File: src/rtl/bp_update_scheduler_pkg.sv
// Shared definitions for the branch-predictor update scheduler: FSM state
// encodings, queue-entry layout and a packing helper.
package bp_update_scheduler_pkg;

  // Predictor-clear sweep in progress, or normal queue operation.
  typedef enum logic {
    BpsSweep = 1'b0,
    BpsRun   = 1'b1
  } bps_state_e;

  // Queue entry: pc(32) + tgt(32) + taken(1) + btb(1).
  localparam int unsigned BP_UPD_W = 66;

  // Bit ranges of each field inside a flat entry.
  localparam int unsigned BP_UPD_PC_MSB  = 65;
  localparam int unsigned BP_UPD_PC_LSB  = 34;
  localparam int unsigned BP_UPD_TGT_MSB = 33;
  localparam int unsigned BP_UPD_TGT_LSB = 2;
  localparam int unsigned BP_UPD_TAKEN   = 1;
  localparam int unsigned BP_UPD_BTB     = 0;

  typedef struct packed {
    logic [31:0] pc;
    logic [31:0] tgt;
    logic        taken;
    logic        btb;
  } bp_upd_t;

  function automatic logic [BP_UPD_W-1:0] bp_upd_pack(input logic [31:0] pc,
                                                       input logic [31:0] tgt,
                                                       input logic        taken,
                                                       input logic        btb);
    bp_upd_t e;
    e.pc    = pc;
    e.tgt   = tgt;
    e.taken = taken;
    e.btb   = btb;
    return e;
  endfunction

endpackage

File: src/rtl/bp_update_fifo.sv
// Two-write / one-read update queue. When both write ports fire in a cycle,
// port 0 lands at the write pointer and port 1 right after it; a lone write
// (from either port) lands at the write pointer. clear_i empties the queue
// and wins over any concurrent enqueue/dequeue.
module bp_update_fifo
  import bp_update_scheduler_pkg::*;
#(
  parameter int unsigned DEPTH = 4
) (
  input  logic                     clock_i,
  input  logic                     reset_i,
  input  logic                     clear_i,
  input  logic                     wr0_en_i,
  input  logic [BP_UPD_W-1:0]      wr0_data_i,
  input  logic                     wr1_en_i,
  input  logic [BP_UPD_W-1:0]      wr1_data_i,
  input  logic                     rd_en_i,
  output logic [BP_UPD_W-1:0]      rd_data_o,
  output logic [$clog2(DEPTH):0]   count_o
);

  localparam int unsigned PW = $clog2(DEPTH);

  logic [PW-1:0]       r_wr_ptr;
  logic [PW-1:0]       r_rd_ptr;
  logic [PW:0]         r_count;
  logic [BP_UPD_W-1:0] r_mem [DEPTH];

  logic                w_wr_a_en;
  logic [BP_UPD_W-1:0] w_wr_a_data;
  logic                w_wr_b_en;
  logic [PW-1:0]       w_wr_ptr_p1;
  logic [1:0]          w_nenq;
  logic [PW-1:0]       w_wr_ptr_d;
  logic [PW-1:0]       w_rd_ptr_d;
  logic [PW:0]         w_count_d;

  assign w_wr_a_en   = wr0_en_i | wr1_en_i;
  assign w_wr_a_data = wr0_en_i ? wr0_data_i : wr1_data_i;
  assign w_wr_b_en   = wr0_en_i & wr1_en_i;
  assign w_wr_ptr_p1 = r_wr_ptr + PW'(1);
  assign w_nenq      = {1'b0, wr0_en_i} + {1'b0, wr1_en_i};

  // Next pointer/count values; pointers wrap naturally since DEPTH is 2**PW.
  always_comb begin
    w_wr_ptr_d = r_wr_ptr + PW'(w_nenq);
    w_rd_ptr_d = r_rd_ptr + PW'(rd_en_i);
    w_count_d  = r_count + (PW+1)'(w_nenq) - (PW+1)'(rd_en_i);
    if (clear_i) begin
      w_wr_ptr_d = '0;
      w_rd_ptr_d = '0;
      w_count_d  = '0;
    end
  end

  // Pointer and occupancy registers.
  always_ff @(posedge clock_i or posedge reset_i) begin
    if (reset_i) begin
      r_wr_ptr <= '0;
      r_rd_ptr <= '0;
      r_count  <= '0;
    end else begin
      r_wr_ptr <= w_wr_ptr_d;
      r_rd_ptr <= w_rd_ptr_d;
      r_count  <= w_count_d;
    end
  end

  // Entry storage; reset so the head fields read as zero out of reset.
  always_ff @(posedge clock_i or posedge reset_i) begin
    if (reset_i) begin
      for (int i = 0; i < int'(DEPTH); i++) begin
        r_mem[i] <= '0;
      end
    end else if (!clear_i) begin
      if (w_wr_a_en) r_mem[r_wr_ptr]    <= w_wr_a_data;
      if (w_wr_b_en) r_mem[w_wr_ptr_p1] <= wr1_data_i;
    end
  end

  assign rd_data_o = r_mem[r_rd_ptr];
  assign count_o   = r_count;

endmodule

File: src/rtl/bp_update_scheduler.sv
// Sequences branch-predictor writes: two execute lanes feed an update queue
// that drains one entry per cycle while the predictor write window is open.
// After reset or flush a sweep walks every table index to clear it.
// Optional macro BP_UPD_COALESCE_EN: when both lanes resolve the same PC in
// one cycle, only the younger lane (lane1) is enqueued.
module bp_update_scheduler
  import bp_update_scheduler_pkg::*;
#(
  parameter int unsigned ABITS = 10,
  parameter int unsigned DEPTH = 4
) (
  input  logic             clock_i,
  input  logic             reset_i,
  input  logic             flush_i,
  input  logic             pc_we_i,
  input  logic             l0_valid_i,
  input  logic [31:0]      l0_pc_i,
  input  logic [31:0]      l0_tgt_i,
  input  logic             l0_taken_i,
  input  logic             l0_btb_i,
  input  logic             l1_valid_i,
  input  logic [31:0]      l1_pc_i,
  input  logic [31:0]      l1_tgt_i,
  input  logic             l1_taken_i,
  input  logic             l1_btb_i,
  output logic             stall_o,
  output logic             upd_valid_o,
  output logic [31:0]      upd_pc_o,
  output logic [31:0]      upd_tgt_o,
  output logic             upd_taken_o,
  output logic             upd_btb_o,
  output logic             sweep_we_o,
  output logic [ABITS-1:0] sweep_idx_o,
  output logic             busy_o
);

  localparam int unsigned CW = $clog2(DEPTH) + 1;

  bps_state_e          r_state;
  bps_state_e          w_state_d;
  logic [ABITS-1:0]    r_idx;
  logic [ABITS-1:0]    w_idx_d;

  logic                w_sweep;
  logic [CW-1:0]       w_count;
  logic [CW-1:0]       w_free;
  logic                w_stall;
  logic                w_enq_ok;
  logic                w_coalesce;
  logic                w_l0_en;
  logic                w_l1_en;
  logic                w_upd_valid;
  logic                w_deq;
  logic [BP_UPD_W-1:0] w_l0_data;
  logic [BP_UPD_W-1:0] w_l1_data;
  logic [BP_UPD_W-1:0] w_head;

  // Sweep/run state and sweep index registers.
  always_ff @(posedge clock_i or posedge reset_i) begin
    if (reset_i) begin
      r_state <= BpsSweep;
      r_idx   <= '0;
    end else begin
      r_state <= w_state_d;
      r_idx   <= w_idx_d;
    end
  end

  // Next state: sweep runs exactly 2**ABITS cycles; flush always restarts it at 0.
  always_comb begin
    w_state_d = r_state;
    w_idx_d   = r_idx;
    unique case (r_state)
      BpsSweep: begin
        if (flush_i) begin
          w_idx_d = '0;
        end else if (r_idx == {ABITS{1'b1}}) begin
          w_state_d = BpsRun;
          w_idx_d   = '0;
        end else begin
          w_idx_d = r_idx + ABITS'(1);
        end
      end
      BpsRun: begin
        if (flush_i) begin
          w_state_d = BpsSweep;
          w_idx_d   = '0;
        end
      end
      default: begin
        w_state_d = BpsSweep;
        w_idx_d   = '0;
      end
    endcase
  end

  assign w_sweep     = (r_state == BpsSweep);
  assign sweep_we_o  = w_sweep;
  assign busy_o      = w_sweep;
  assign sweep_idx_o = r_idx;

  // Two free slots are always required so a dual-lane cycle can never overflow.
  assign w_free  = CW'(DEPTH) - w_count;
  assign w_stall = w_sweep | (w_free < CW'(2));
  assign stall_o = w_stall;

`ifdef BP_UPD_COALESCE_EN
  assign w_coalesce = l0_valid_i & l1_valid_i & (l0_pc_i == l1_pc_i);
`else
  assign w_coalesce = 1'b0;
`endif

  assign w_enq_ok = !w_stall;
  assign w_l0_en  = w_enq_ok & l0_valid_i & !w_coalesce;
  assign w_l1_en  = w_enq_ok & l1_valid_i;

  assign w_l0_data = bp_upd_pack(l0_pc_i, l0_tgt_i, l0_taken_i, l0_btb_i);
  assign w_l1_data = bp_upd_pack(l1_pc_i, l1_tgt_i, l1_taken_i, l1_btb_i);

  assign w_upd_valid = (w_count != '0) & !w_sweep;
  assign w_deq       = w_upd_valid & pc_we_i;

  bp_update_fifo #(
    .DEPTH (DEPTH)
  ) u_fifo (
    .clock_i    (clock_i),
    .reset_i    (reset_i),
    .clear_i    (flush_i),
    .wr0_en_i   (w_l0_en),
    .wr0_data_i (w_l0_data),
    .wr1_en_i   (w_l1_en),
    .wr1_data_i (w_l1_data),
    .rd_en_i    (w_deq),
    .rd_data_o  (w_head),
    .count_o    (w_count)
  );

  assign upd_valid_o = w_upd_valid;
  assign upd_pc_o    = w_head[BP_UPD_PC_MSB:BP_UPD_PC_LSB];
  assign upd_tgt_o   = w_head[BP_UPD_TGT_MSB:BP_UPD_TGT_LSB];
  assign upd_taken_o = w_head[BP_UPD_TAKEN];
  assign upd_btb_o   = w_head[BP_UPD_BTB];

endmodule

File: config.mk
export PLATFORM = sky130hd
export DESIGN_NAME = bp_update_scheduler
export DESIGN_NICKNAME = d
export VERILOG_FILES = /design/src/rtl/bp_update_scheduler_pkg.sv /design/src/rtl/bp_update_fifo.sv /design/src/rtl/bp_update_scheduler.sv
export SDC_FILE = /design/constraint.sdc
export NUM_CORES = 1
export LEC_CHECK = 0
export CAP_MARGIN = 30
export CORE_UTILIZATION = 28
export DETAILED_ROUTE_END_ITERATION = 8
export PLACE_DENSITY_LB_ADDON = 0.2
export SKIP_CTS_REPAIR_TIMING = 1
export SLEW_MARGIN = 30
export SYNTH_ARGS = -nofsm -noshare
export SYNTH_HDL_FRONTEND = slang
export SYNTH_HIERARCHICAL = 1
export SYNTH_SLANG_ARGS = --single-unit
File: constraint.sdc
create_clock -name clock_i -period 15.14 [get_ports clock_i]
set_input_delay 2.271 -clock clock_i [delete_from_list [all_inputs] [get_ports clock_i]]
set_output_delay 2.271 -clock clock_i [all_outputs]
set_load 0.01 [all_outputs]
# ---- Word level (Yosys, flattened, before mapping)
# Index checks and enable logic that the tools add are counted.
dict set report classes {
  addsub 8
  n_lt_le_gt_ge 6
  n_eq_ne 2
  muxes 24
  bitwise 11
  n_reduce_logical 4
}
# operator count
set ops {}
lappend ops {{$mux W264} 3}
lappend ops {{$bwmux W264} 2}
lappend ops {{$mux W66} 5}
lappend ops {{$demux W66 S2} 2}
lappend ops {{$bmux W66 S2} 1}
lappend ops {{$mux W10} 3}
lappend ops {{$pmux W10 S2} 1}
lappend ops {{$add A10 B1 Y10 const B} 1}
lappend ops {{$eq A10 B10 Y1 const B} 1}
lappend ops {{$ge A3 B3 Y1 const B} 3}
lappend ops {{$not A2 Y3} 3}
lappend ops {{$lt A3 B1 Y1 const B} 2}
lappend ops {{$and A1 B1 Y1} 5}
lappend ops {{$mux W2} 2}
lappend ops {{$add A3 B2 Y3} 1}
lappend ops {{$lt A3 B2 Y1 const B} 1}
lappend ops {{$mux W1} 3}
lappend ops {{$mux W3} 1}
lappend ops {{$reduce_bool A3 Y1} 1}
lappend ops {{$sub A3 B1 Y3} 1}
lappend ops {{$sub A3 B3 Y3 const A} 1}
lappend ops {{$add A1 B1 Y2} 1}
lappend ops {{$add A2 B1 Y2} 1}
lappend ops {{$add A2 B1 Y2 const B} 1}
lappend ops {{other kinds (7)} 9}
dict set report totals {
  register_bits 282
  word_cells 64
}

# ---- Depth between registers and ports, before layout
# Gate-level depths: netlist (run 1).
dict set report logic_depth {
  word_depth 11
  depth_mapped 19
}

# ---- Cells and area by module
# The synthesis (run 1) kept the hierarchy.
# module instances cells_each area_per_inst_um2 seq_area_each_um2
set modules_own_cells {}
lappend modules_own_cells {bp_update_fifo 1 1083 13878.3 6781.5}
lappend modules_own_cells {bp_update_scheduler 1 78 646.9 275.3}

# ---- Least setup slack after synthesis (run 1)
# Ideal clock, no wire load.
dict set report synth_path {
  path_kind {in2reg}
  startpoint {input l0_valid_i}
  endpoint {register u_fifo.r_count[2], in the netlist u_fifo/count_o[2]}
  setup_ps 119
  arrival_ps 4552
  required_time_ps 15021
  slack_ps 10469
  path_stages 15
  n_path_buf 3
  path_cell_list {inv_1 nor2_1 clkbuf_1 buf_2 buf_2 inv_1 ha_1 inv_1 ha_1 inv_1 ha_1 inv_1 fa_1 xnor2_1 nor2_1}
}
dict set report synth_via {
  elab_chain_cells 5
}
# item line_no
set synth_rtl {}
lappend synth_rtl {{from (decl)} bp_update_scheduler.sv:16} ;# input logic l0_valid_i,
lappend synth_rtl {{$and A1 B1 Y1} bp_update_scheduler.sv:114} ;# assign w_l0_en = w_enq_ok & l0_valid_i & !w_coalesce;
lappend synth_rtl {{net w_l0_en} bp_update_scheduler.sv:50} ;# logic w_l0_en;
lappend synth_rtl {{$add A1 B1 Y2} bp_update_fifo.sv:42} ;# assign w_nenq = {1'b0, wr0_en_i} + {1'b0, wr1_en_i};
lappend synth_rtl {{$add A3 B2 Y3} bp_update_fifo.sv:48} ;# w_count_d = r_count + (PW+1)'(w_nenq) - (PW+1)'(rd_en_i);
lappend synth_rtl {{$sub A3 B1 Y3} bp_update_fifo.sv:48}
lappend synth_rtl {{$mux W3} bp_update_fifo.sv:49} ;# if (clear_i) begin
lappend synth_rtl {{net u_fifo.w_count_d[2]} bp_update_fifo.sv:36} ;# logic [PW:0] w_count_d;
lappend synth_rtl {{to (signal assigned)} bp_update_fifo.sv:65} ;# r_count <= w_count_d;
lappend synth_rtl {{to (decl)} bp_update_fifo.sv:26} ;# logic [PW:0] r_count;
# The timed path passes the listed nets, and every way through them passes these cells.
# A chain may end at the register's enable or synchronous reset.

# ---- Final worst setup path (run 1)
dict set report layout_path {
  startpoint {register u_fifo.r_rd_ptr[0]}
  endpoint {output upd_pc_o[26]}
}
dict set report layout_via {
  elab_chain_cells 4
}
# item line_no
set layout_rtl {}
lappend layout_rtl {{from (decl)} bp_update_fifo.sv:25} ;# logic [PW-1:0] r_rd_ptr;
lappend layout_rtl {{from (signal assigned)} bp_update_fifo.sv:64} ;# r_rd_ptr <= w_rd_ptr_d;
lappend layout_rtl {{$not A2 Y3 (not written as such)} bp_update_fifo.sv:81} ;# assign rd_data_o = r_mem[r_rd_ptr];
lappend layout_rtl {{$bmux W66 S2} bp_update_fifo.sv:81}
lappend layout_rtl {{$mux W66 (not written as such) (2 in a row)} bp_update_fifo.sv:81}
lappend layout_rtl {{to (decl)} bp_update_scheduler.sv:28} ;# output logic [31:0] upd_pc_o,
# Every way passes these cells. The select of a mux whose other input is x is not followed.

==> flow_summary.json, run 1 <==
{
  "finalClockSkew_ns": 0.0136,
  "power_leakage_uw": 0.00694,
  "clk_latency_ns": 0.54,
  "fin_crit_ns": 5.65,
  "io_pins": 218,
  "ff2ff_path_depth": 13,
  "grt_pass1_wl_um": 77900,
  "max-slew-margin-rel": 0.446,
  "final_antenna_net_count": 0,
  "fp.dieW_um": 230,
  "hp-class": "register to register",
  "crit_chain": "buf_4 -> mux4_2 -> clkdlybuf4s50_1",
  "cts_buffer_depth": 3,
  "gp_congestion": 0.748,
  "htree_levels": 2,
  "ys_types": 43,
  "dieArea_um2": 52800,
  "cts_sinks": 282,
  "synth_flop_cell": "dfrtp_1",
  "synth_seq_cells": 282,
  "fmax_ghz": 0.177,
  "fin_tns_setup_ns": 0,
  "die_h_um": 230,
  "cts_tree": "done",
  "finalNonFillerCells": 2034,
  "postLayoutCoreUtil": 0.360,
  "period_share": 0.373,
  "cpLargestDelayFamily": "buffers and inverters",
  "holdPathStages": 1,
  "reg2reg_to": "u_fifo/r_mem[221]",
  "min_to": "u_fifo/r_mem[134]",
  "syn_inst": 1161,
  "synth_edf_count": 0,
  "grtUsageMet1": 0.271,
  "start_kind": "register",
  "io_buffers": 217,
  "maxSlewViolCount": 0,
  "drt-pass1-iter-count": 5,
  "gr-total-overflow": 0,
  "maxCapViolations": 0,
  "grt_pass1_vias": 11923,
  "synth_area_leader_cell": "dfrtp_1",
  "start_util": 0.283,
  "busiest_layer": "met2",
  "wl_um": 50800,
  "ys_seq_area_frac": 0.486,
  "remaining_drc_errors": 0,
  "cts-root-buf": "clkbuf_16",
  "place_hpwl_um": 28500,
  "drt-initial-drc-count": 1083,
  "wl_per_cell_um": 25.0,
  "cp.arrival_ns": 3.38,
  "syn_avg_cell_area_um2": 12.5,
  "end_kind": "output pin",
  "synth_area_leaders": "dfrtp_1, o221a_2, mux4_2, nand2_1, mux2i_1",
  "critical_path.max_fanout": 35,
  "grt_util_all_layers": 0.193,
  "crit_type": "register to output pin",
  "timing_worst_slew_pin_value_ns": 0.830,
  "layout-drive-gt1-share": 0.279,
  "syn_to_final_growth_pct": 27.2,
  "outcome": "complete, no violations",
  "setup_viol": 0,
  "grt_max_degree": 137,
  "grt_use_met3": 0.0422,
  "p_per_area_nw_per_um2": 112,
  "clkTransAtPathRegs_ns": 0.06,
  "synthArstFlopShare": 1.00,
  "r2r-start": "u_fifo/count_o[0]",
  "cp.depth": 3,
  "cp.buffers_inverters": 2,
  "cts_buffers": 36,
  "met2_usage": 0.300,
  "rsz0062_at_grt": "false",
  "r2r_slack_ns": 11.18,
  "nets": 1478,
  "syn-num-nets": 1310,
  "crit_path_max_incr_delay_ns": 0.94,
  "irDropWorstVdd_mv": 0.0693,
  "antenna_found_initial": 0,
  "via_count": 11310,
  "yosys_warnings": 6,
  "post-synth-top-area-fraction": 0.486,
  "coreArea_um2": 51300,
  "placed_cells": 1969,
  "rows": 83,
  "netlist_area_um2": 14500,
  "min_from": "u_fifo/r_mem[134]",
  "antennaDiodeCount": 0,
  "via_per_inst": 5.56,
  "slowest_stage": "dfrtp_4",
  "hold_viol": 0,
  "required_ns": 12.87
}
[metrics by stage]
stage / total power [µW] / setup slack (ns) / cell area, µm² / hold WS (ns)
final: 2070 / 9.49 / 18500 / 0.544
after CTS: 2090 / 9.35 / 18400 / 0.546
after global placement: 1240 / 9.19 / 17200 / 0.517
after detailed placement: 1240 / 9.17 / 17300 / 0.530
after global routing: 2150 / 9.27 / 18500 / 0.556
after floorplan: 1050 / 5.40 / 14500 / 0.509
[report_power, final]
part	switching, µW	leakage, µW	internal [µW]
clock	341	0.000563	499
sequential	44.1	0.00375	829
combinational	135	0.00262	219
[worst register-to-register path: cells and delay by family (launching register included)]
| kind | cells | cell delay (ns) |
|---|---|---|
| compound gates | 3 | 1.04 |
| flops | 1 | 0.35 |
| fa+ha+maj | 3 | 0.88 |
| simple gates | 2 | 0.21 |
| buf+inv | 5 | 1.35 |
[how the worst max path moves through the flow]
stage,startpoint,to
floorplan,reset_i,u_fifo/count_o[0]
global placement,l0_valid_i,u_fifo/r_mem[204]
detailed placement,l0_valid_i,u_fifo/r_mem[90]
CTS,u_fifo/r_rd_ptr[0],upd_pc_o[26]
global route,u_fifo/r_rd_ptr[0],upd_pc_o[26]
finish,u_fifo/r_rd_ptr[0],upd_pc_o[26]
[placed cells by master, fill, tap and decap left out, types with 2 or more instances in the layout]
cell type	n
nor4b_4	2
clkdlybuf4s50_1	217
inv_1	17
xor2_1	2
buf_12	5
dfrtp_4	2
nand2b_1	2
clkbuf_16	37
clkinv_2	7
nand3_1	3
o221a_2	213
ha_1	10
clkbuf_8	7
a311oi_1	2
xnor2_1	6
nor2_1	14
a31oi_1	2
buf_6	5
nand2_1	275
mux2i_1	66
buf_4	15
o221a_1	51
mux4_2	66
a21oi_1	5
clkbuf_1	9
nor2b_1	4
or4_1	2
dfrtp_1	280
o21ai_0	2
[registers in the layout, summed over array words and instances (netlist names)]
signal,count
u_fifo/r_mem,264
r_state,1
u_fifo/r_wr_ptr,2
sweep_idx_o,10
u_fifo/count_o,3
u_fifo/r_rd_ptr,2
[logic make-up (layout without fill, tap and decap cells)]
kind of cell    after synthesis  after routing  synth area share
compound gates              279            279             0.212
xor+xnor                      8              8           0.00482
fa+ha+maj                    11             11           0.00999
buf+inv                     131            324            0.0463
flops                       282            282             0.486
mux                         132            132             0.148
simple gates                318            318            0.0933
[cells in the mapped netlist, types with 2 or more instances]
cell type and instances:
o21ai_0 2, or4_1 2, o221a_1 51, nor4b_4 2
nor2_1 15, xor2_1 2, buf_4 9, nand2_1 275
nand3_1 4, a21oi_1 5, a311oi_1 2, inv_1 18
mux2i_1 66, xnor2_1 6, nand2b_1 3, buf_6 10
buf_1 3, clkbuf_1 33, buf_2 58, dfrtp_1 282
a31oi_1 2, nor2b_1 4, mux4_2 66, o221a_2 213
ha_1 10
[metal layers]
layer | part of all wire | vias up
met5 | 0 | -
met4 | 0.020 | 0
met3 | 0.069 | 74
met2 | 0.46 | 456
met1 | 0.45 | 5906
li1 | - | 4874
[layout make-up]
class	count	area (µm²)
fillers	4988	32800
flip-flops and latches	282	7060
multi-input cells	748	6870
repair buffers	243	2470
clock buffers	53	1060
well taps	680	851
clock inverters	10	81.3
inverters	18	80.1
(Power assumes the default switching activity.)
==> run 2: changes to the inputs <==
==> constraint.sdc (replaced) <==
create_clock -name clock_i -period 5.4 [get_ports clock_i]
set_input_delay 0.81 -clock clock_i [delete_from_list [all_inputs] [get_ports clock_i]]
set_output_delay 0.81 -clock clock_i [all_outputs]
set_load 0.01 [all_outputs]
==> run 2 against run 1 <==
  * Clock skew increased by 0.0035 ns
  * Routed wire length decreased by 0.31%
  * Sequential power increased to 2.8 times the previous value
  * Design area increased by 1.0%
  * Sequential share of layout area decreased by 0.38 points
  * Flip-flop and latch count unchanged
  * Non-clock buffer count increased by 4
  * Clock power increased to 3.1 times the previous value
  * Worst hold slack got worse by 0.012 ns
  * Count of clock-buffer cells in the layout decreased by 2
  * Total power increased to 2.9 times the previous value
  * Largest cell class unchanged
==> flow_summary.json, run 2 (synthesis results as in run 1) <==
{
  "outcome": "complete, no violations",
  "period_share": 0.725,
  "gr-total-overflow": 0,
  "antenna_found_initial": 2,
  "cts_buffer_depth": 3,
  "max-slew-margin-rel": 0.400,
  "rsz0062_at_grt": "false",
  "fin_tns_setup_ns": 0,
  "grt_max_degree": 141,
  "grt_util_all_layers": 0.190,
  "end_kind": "register",
  "finalPower_uw": 6040,
  "nets": 1483,
  "maxSlewViolCount": 0,
  "drt-initial-drc-count": 1127,
  "dieArea_um2": 52800,
  "hp-class": "register to register",
  "remaining_drc_errors": 0,
  "slowest_stage": "buf_4",
  "cts_tree": "done",
  "cts_sinks": 282,
  "cts-root-buf": "clkbuf_16",
  "start_util": 0.283,
  "coreArea_um2": 51300,
  "rows": 83,
  "required_ns": 5.82,
  "postLayoutCoreUtil": 0.364,
  "r2r-start": "u_fifo/count_o[0]",
  "io_pins": 218,
  "drt-pass1-iter-count": 7,
  "fp.dieW_um": 230,
  "hold_viol": 0,
  "ff2ff_path_depth": 14,
  "min_to": "sweep_idx_o[9]",
  "cts_buffers": 37,
  "wl_per_cell_um": 24.8,
  "io_buffers": 217,
  "r2r_slack_ns": 1.48,
  "crit_type": "register to register",
  "grt_pass1_wl_um": 76700,
  "clkTransAtPathRegs_ns": 0.06,
  "htree_levels": 2,
  "final_cell_mix": "dfrtp_1, nand2_1, clkdlybuf4s50_1",
  "crit_path_max_incr_delay_ns": 0.46,
  "largest_reg_flops": 264,
  "fin_crit_ns": 3.92,
  "gp_congestion": 0.728,
  "irDropWorstVdd_mv": 0.185,
  "min_from": "sweep_idx_o[9]",
  "clk_latency_ns": 0.55,
  "die_h_um": 230,
  "setup_viol": 0,
  "regMostFlops": "u_fifo/r_mem",
  "power_leakage_uw": 0.00703,
  "maxCapViolations": 0,
  "p_per_area_nw_per_um2": 324,
  "syn_to_final_growth_pct": 28.4,
  "finalClockSkew_ns": 0.0171,
  "holdPathStages": 1,
  "start_kind": "register",
  "timing_worst_slew_pin_value_ns": 0.900,
  "grt_pass1_vias": 11912,
  "cpLargestDelayFamily": "buffers and inverters",
  "place_hpwl_um": 28700,
  "wl_um": 50600,
  "reg2reg_to": "u_fifo/r_mem[216]",
  "via_per_inst": 5.58,
  "layout_commonest_cell": "dfrtp_1",
  "fmax_ghz": 0.255,
  "cp.arrival_ns": 4.34,
  "via_count": 11392,
  "layout-drive-gt1-share": 0.284,
  "critical_path.max_fanout": 38,
  "crit_chain": "inv_1 -> ha_1 -> ha_1 -> inv_1 -> o21ai_0 -> nor2_4 -> buf_4 -> ha_1 -> nand4b_1 -> buf_4 -> buf_12 -> o41ai_4 -> buf_4 -> o221a_2",
  "final_antenna_net_count": 0,
  "cp.buffers_inverters": 6
}
## run 2: per-layer routing
layer / GRT usage / part of all wire
met1: 0.270 / 0.46
met4: 0.0606 / 0.024
met5: 0 / 0.00026
met2: 0.290 / 0.45
met3: 0.0387 / 0.062
## run 2: area by class of cell
class | instances | area (µm²)
inverters | 18 | 71.3
flip-flops and latches | 282 | 7060
fillers | 4981 | 32600
clock inverters | 15 | 209
clock buffers | 51 | 1070
well taps | 680 | 851
multi-input cells | 748 | 6870
diodes | 1 | 2.50
repair buffers | 247 | 2520
## run 2: stage by stage
step / cell area (µm²) / cells / setup WS, ns / hold WS (ns)
2_1_floorplan: 14500 / 1161 / 1.01 / 0.509
3_3_place_gp: 17300 / 1970 / 1.34 / 0.526
3_5_place_dp: 17400 / 1974 / 1.34 / 0.524
4_1_cts: 18600 / 2040 / 1.41 / 0.535
5_1_grt: 18700 / 2042 / 1.22 / 0.553
6_report: 18700 / 2042 / 1.48 / 0.532
## run 2: how the worst max path moves through the flow
stage / cells after the start / start / slack, ns / to
2_1_floorplan: 1 / reset_i / 1.01 / u_fifo/count_o[0]
3_3_place_gp: 10 / l0_valid_i / 1.34 / u_fifo/r_mem[210]
3_5_place_dp: 11 / l0_valid_i / 1.34 / u_fifo/r_mem[204]
4_1_cts: 3 / u_fifo/r_rd_ptr[1] / 1.41 / upd_pc_o[27]
5_1_grt: 14 / u_fifo/count_o[0] / 1.22 / u_fifo/r_mem[216]
6_report: 14 / u_fifo/count_o[0] / 1.48 / u_fifo/r_mem[216]
## run 2: power by group
| part | switching (µW) | total (µW) | internal [µW] | leakage, µW |
|---|---|---|---|---|
| logic | 373 | 988 | 615 | 0.00265 |
| clock network | 977 | 2600 | 1630 | 0.000628 |
| registers | 127 | 2450 | 2330 | 0.00375 |
| total | 1480 | 6040 | 4570 | 0.00703 |
